### src/rtl/median_window_feeder.sv
// Raster-to-window feeder for the 9-sample median sorter: two line buffers build 3x3
// neighbourhoods, each sent as a 9-beat d_en burst followed by a fixed idle gap.
module median_window_feeder #(
  parameter int unsigned S     = 8,
  parameter int unsigned IMG_W = 16,
  parameter int unsigned GAP   = 12
) (
  input  logic         clk,
  input  logic         reset,
  input  logic [S-1:0] pix_in,
  input  logic         pix_valid,
  input  logic         sof,
  output logic         pix_ready,
  output logic         d_en,
  output logic [S-1:0] data_out,
  output logic [15:0]  win_cnt
);

  localparam int unsigned CW = $clog2(IMG_W);
  localparam int unsigned GW = $clog2(GAP + 1);

  typedef enum logic [1:0] {StIdle, StSend, StGap} state_e;

  state_e         state_q, state_d;
  logic [CW-1:0]  col_q, col_eff;
  logic [1:0]     row_q, row_eff;
  logic [3:0]     beat_q;
  logic [GW-1:0]  gap_q;
  logic           d_en_q;
  logic [S-1:0]   data_out_q;
  logic [15:0]    win_cnt_q;

  logic [S-1:0]   lb1 [IMG_W];
  logic [S-1:0]   lb2 [IMG_W];
  // Column shift register, index 0 = top (row r-2), 2 = bottom (row r).
  logic [S-1:0]   colm2_q [3];
  logic [S-1:0]   colm1_q [3];
  logic [S-1:0]   cur_col [3];
  logic [S-1:0]   txbuf_q [9];

  logic accept, win_done, burst_last, gap_last, col_wrap;

  // An accepted sof pixel is treated as (0,0) regardless of the running counters.
  assign accept     = pix_valid && pix_ready;
  assign col_eff    = sof ? '0 : col_q;
  assign row_eff    = sof ? '0 : row_q;
  assign col_wrap   = (col_eff == CW'(IMG_W - 1));
  assign win_done   = accept && (row_eff == 2'd2) && (col_eff >= CW'(2));
  assign burst_last = (state_q == StSend) && (beat_q == 4'd8);
  assign gap_last   = (state_q == StGap) && (gap_q == GW'(GAP - 1));

  always_comb begin
    cur_col[0] = lb2[col_eff];
    cur_col[1] = lb1[col_eff];
    cur_col[2] = pix_in;
  end

  always_ff @(posedge clk) begin
    if (reset) state_q <= StIdle;
    else       state_q <= state_d;
  end

  always_comb begin
    state_d = state_q;
    unique case (state_q)
      StIdle:  if (win_done)   state_d = StSend;
      StSend:  if (burst_last) state_d = StGap;
      StGap:   if (gap_last)   state_d = StIdle;
      default:                 state_d = StIdle;
    endcase
  end

  always_comb begin
    pix_ready = (state_q == StIdle);
  end

  always_ff @(posedge clk) begin
    if (reset) begin
      col_q      <= '0;
      row_q      <= '0;
      beat_q     <= '0;
      gap_q      <= '0;
      d_en_q     <= 1'b0;
      data_out_q <= '0;
      win_cnt_q  <= '0;
    end else begin
      if (accept) begin
        col_q <= col_wrap ? '0 : col_eff + CW'(1);
        row_q <= (col_wrap && row_eff != 2'd2) ? row_eff + 2'd1 : row_eff;
        if (sof) win_cnt_q <= '0;
      end
      if (win_done) begin
        d_en_q     <= 1'b1;
        data_out_q <= colm2_q[0];
        beat_q     <= '0;
      end
      if (state_q == StSend) begin
        if (burst_last) begin
          d_en_q    <= 1'b0;
          win_cnt_q <= win_cnt_q + 16'd1;
          gap_q     <= '0;
        end else begin
          beat_q     <= beat_q + 4'd1;
          data_out_q <= txbuf_q[beat_q + 4'd1];
        end
      end
      if (state_q == StGap) gap_q <= gap_q + GW'(1);
    end
  end

  // Line buffers, column shift register and tx buffer carry no reset.
  always_ff @(posedge clk) begin
    if (accept) begin
      lb2[col_eff] <= lb1[col_eff];
      lb1[col_eff] <= pix_in;
      for (int i = 0; i < 3; i++) begin
        colm2_q[i] <= colm1_q[i];
        colm1_q[i] <= cur_col[i];
      end
    end
    if (win_done) begin
      for (int i = 0; i < 3; i++) begin
        txbuf_q[3*i]     <= colm2_q[i];
        txbuf_q[3*i + 1] <= colm1_q[i];
        txbuf_q[3*i + 2] <= cur_col[i];
      end
    end
  end

  assign d_en     = d_en_q;
  assign data_out = data_out_q;
  assign win_cnt  = win_cnt_q;

endmodule

### config.mk
export PLATFORM = sky130hd
export DESIGN_NAME = median_window_feeder
export DESIGN_NICKNAME = d
export VERILOG_FILES = /design/src/rtl/median_window_feeder.sv
export SDC_FILE = /design/constraint.sdc
export NUM_CORES = 1
export LEC_CHECK = 0
export ABC_CLOCK_PERIOD_IN_PS = 3400
export CAP_MARGIN = 30
export CORE_MARGIN = 4
export CORE_UTILIZATION = 40
export DETAILED_ROUTE_END_ITERATION = 16
export DONT_BUFFER_PORTS = 1
export PLACE_DENSITY = 0.67
export SLEW_MARGIN = 20
export SYNTH_ARGS = -nofsm -noshare
export SYNTH_HDL_FRONTEND = slang
export SYNTH_SLANG_ARGS = --single-unit
export TNS_END_PERCENT = 30
### constraint.sdc
create_clock -name clk -period 3.4 [get_ports clk]
set_clock_uncertainty 0.05 [all_clocks]
set_input_delay 0.34 -clock clk [delete_from_list [all_inputs] [get_ports clk]]
set_output_delay 0.34 -clock clk [all_outputs]
set_load 0.02 [all_outputs]
==> metrics.log <==
INFO  metric cts.clk_slew.worst_paths = 60 ps
INFO  metric critPathKind = flip-flop to flip-flop
INFO  metric worst-endpoint-required = 3570 ps
INFO  metric report.final.hold_viol_count = 0
INFO  metric antenna_found_initial = 3
INFO  metric cp_slowest_stage_delay = 440 ps
INFO  metric areaGrowthSynthToFinish = 15.1%
INFO  metric achievable-frequency = 384 MHz
INFO  metric global_route.overflow_total = 0
INFO  metric num-nets-final = 1,088
INFO  metric tritoncts = done
INFO  metric design.core.area = 0.0400 mm²
INFO  metric avgViaCountPerCell = 5.58
INFO  metric average_detailed_routed_wire_length_per_instance = 22.0 µm
INFO  metric cts-root-buf = clkbuf_16
INFO  metric switching_share = 20.0%
INFO  metric synth_cell_type_count = 54
INFO  metric drv_cap = 0
INFO  metric cp-end-kind = flip-flop
INFO  metric critical_path.max_fanout = 10
INFO  metric drive_above_1_share = 15.0%
INFO  metric cellPowerDensity = 583 mW/mm²
INFO  metric timing.critical_path.buf_inv = 3
INFO  metric async_reset_ff_share = 0%
INFO  metric start_util = 40.7%
INFO  metric cell_internal_power = 8.75 mW
INFO  metric crit_family = simple AND/OR/NAND/NOR gates
INFO  metric p_total = 10.9 mW
INFO  metric postPlaceCellArea = 0.0172 mm²
INFO  metric detailroute.via_count = 9,058
INFO  metric chipWidth = 210 µm
INFO  metric tightest_slew = 849 ps
INFO  metric power.leakage = 6.00 nW
INFO  metric cts.htree.levels = 2
INFO  metric clkSinkCount = 417
INFO  metric synth_top_cell_by_area = edfxtp_1
INFO  metric period_needed = 2610 ps
INFO  metric rsz_0062_raised_after_global_routing = false
INFO  metric io_buffer_count = 0
INFO  metric ys_seq_elements = 417
INFO  metric postRouteAntennaNets = 0
INFO  metric syn-num-nets = 1,038
INFO  metric postSynthCellCount = 1,014
INFO  metric grt_first_pass_wirelength = 55,100 µm
INFO  metric sequentialPowerShare = 52.6%
INFO  metric relSlewSlack = 43.2%
INFO  metric grt_max_degree = 68
INFO  metric io-pin-count = 38
INFO  metric groute.usage.overall = 15.9%
INFO  metric gp_congestion = 0.813
INFO  metric final_max_slew_viol_count = 0
INFO  metric total_switching_power = 2.18 mW
INFO  metric netlist_area = 0.0163 mm²
INFO  metric dr.pass1.iters = 6
INFO  metric tritoncts.num_buffers = 43
INFO  metric cts_post_setup_buffers_inserted = 0
INFO  metric irDropWorstVdd = 0.287 mV
INFO  metric totalWireLength = 35,700 µm
INFO  metric final-setup-viol-count = 0
INFO  metric ys_seq_area_share = 74.3%
INFO  metric die_h = 210 µm
INFO  metric clock_latency = 530 ps
INFO  metric worst_hold_path_type = input port to flip-flop
INFO  metric fp-row-count = 73
INFO  metric min_period_over_period = 76.6%
INFO  metric path_cells = inv_1 -> ha_1 -> nand2_1 -> inv_2 -> nand3_1 -> nor2_2 -> buf_4
INFO  metric max-clock-path-buffers = 3
INFO  metric dpl.hpwl = 22,000 µm
INFO  metric final_core_utilization = 46.9%
INFO  metric critical_path.slowest_cell = nor2_2
INFO  metric dpl.cell_count = 1,534
INFO  metric worst-r2r-setup-slack = 790 ps
INFO  metric ys_warn_count = 0
INFO  metric synth.top_cell.area_share = 69.3%
INFO  metric setup-tns-final = 0 ps
INFO  metric die_area = 0.0440 mm²
INFO  metric result_of_the_run = completed
INFO  metric most_common_library_cell_in_the_layout_ignoring_fill_and_taps = edfxtp_1
INFO  metric layout.cells.non_filler = 1,624
INFO  metric netlist_top_cells_area = edfxtp_1, dfxtp_1, mux2i_1
INFO  metric drc = 0
INFO  metric synth_enable_flop_cells = 376
INFO  metric comb_power_share = 4.0%
INFO  metric cp_arrival = 2780 ps
INFO  metric cp_startpoint_kind = flip-flop
INFO  metric via_count_of_the_first_global_routing_pass = 9,058
INFO  metric syn_area_per_cell = 16.1 µm²
INFO  metric synth_ff_type = edfxtp_1
INFO  metric postLayoutCellArea = 0.0188 mm²
INFO  metric pwr-share-clk = 43.4%
INFO  metric layout.cells.most_common_list = edfxtp_1, nand2_1, mux2i_1
INFO  metric drt_first_iter_violations = 910
## area by class of cell
cell class | instances | area [µm²]
Timing Repair Buffer | 60 | 531
Multi-Input combinational cell | 527 | 3950
Inverter | 15 | 60.1
Fill cell | 3352 | 21300
Clock inverter | 21 | 255
Clock buffer | 56 | 1180
Tap cell | 525 | 657
Antenna cell | 3 | 7.51
Sequential cell | 417 | 12100
## registers in the layout (all words and copies together), names as in the netlist
name / count
gap_q: 4
beat_q: 4
lb2: 128
lb1: 128
colm1_q: 24
col_q: 4
data_out: 8
colm2_q: 24
txbuf_q: 72
win_cnt: 16
state_q: 2
row_q: 2
d_en: 1
## power by group through the flow
stage / sequential (mW) / clock (mW) / combinational (mW)
global placement: 5.86 / 0 / 0.382
detailed placement: 5.86 / 0 / 0.394
floorplan: 5.84 / 0 / 0.263
finish: 5.76 / 4.74 / 0.439
global route: 5.76 / 5.04 / 0.476
CTS: 5.76 / 4.82 / 0.438
## layer usage
layer	track usage, %	vias to the layer above	share of wire (%)
met3	3.23	48	6.8
met2	25.5	304	48
met1	22.6	4587	44
met4	3.94	0	1.7
li1	-	4119	-
met5	0	-	0
## through the flow
stage | hold WS (ps) | setup WS, ps
CTS | 29.3 | 797
floorplan | 350 | 142
global placement | 352 | 857
finish | 56.5 | 795
detailed placement | 355 | 811
global route | 67.9 | 624
## kinds of logic after synthesis
logic type,count (synthesis),share of synthesized area [%]
simple gates,232,7.26
xor+xnor,8,0.430
buf+inv,70,1.70
mux,90,7.12
compound gates,185,8.25
flops,417,74.3
fa+ha+maj,12,0.921
## worst min-delay path: stages
cell	delay, ps
a31oi_1	30
o21ai_0	130
a21oi_1	60
## cells in the mapped netlist, types with 13 or more instances
library cell and count:
a311o_1 13, nand3_1 22, nand4_1 19, nand3b_1 14
a221oi_1 17, mux4_2 20, a21oi_1 30, nor2_1 53
o21ai_0 29, o211ai_1 15, clkbuf_1 33, mux2i_1 63
edfxtp_1 376, nand2_1 65, a211oi_1 16, nor2b_1 16
nand2b_1 18, a211o_1 13, dfxtp_1 41
## what timing repair did
item / CTS / global route
gates resized for setup: 0 / 0
endpoints found under the hold margin: 169 / 0
hold buffers: 9 / 0
endpoints found under the setup margin: 0 / 0
## path summary, 6_finish.rpt
path,from,end,cells past startpoint
setup / recovery,state_q[0],lb1[2][3],7
hold reg to reg,colm2_q[0][15],txbuf_q[3][7],0
setup reg to reg,state_q[0],lb1[2][3],7
hold / removal,sof,row_q[0],3
(Power assumes the default switching activity.)
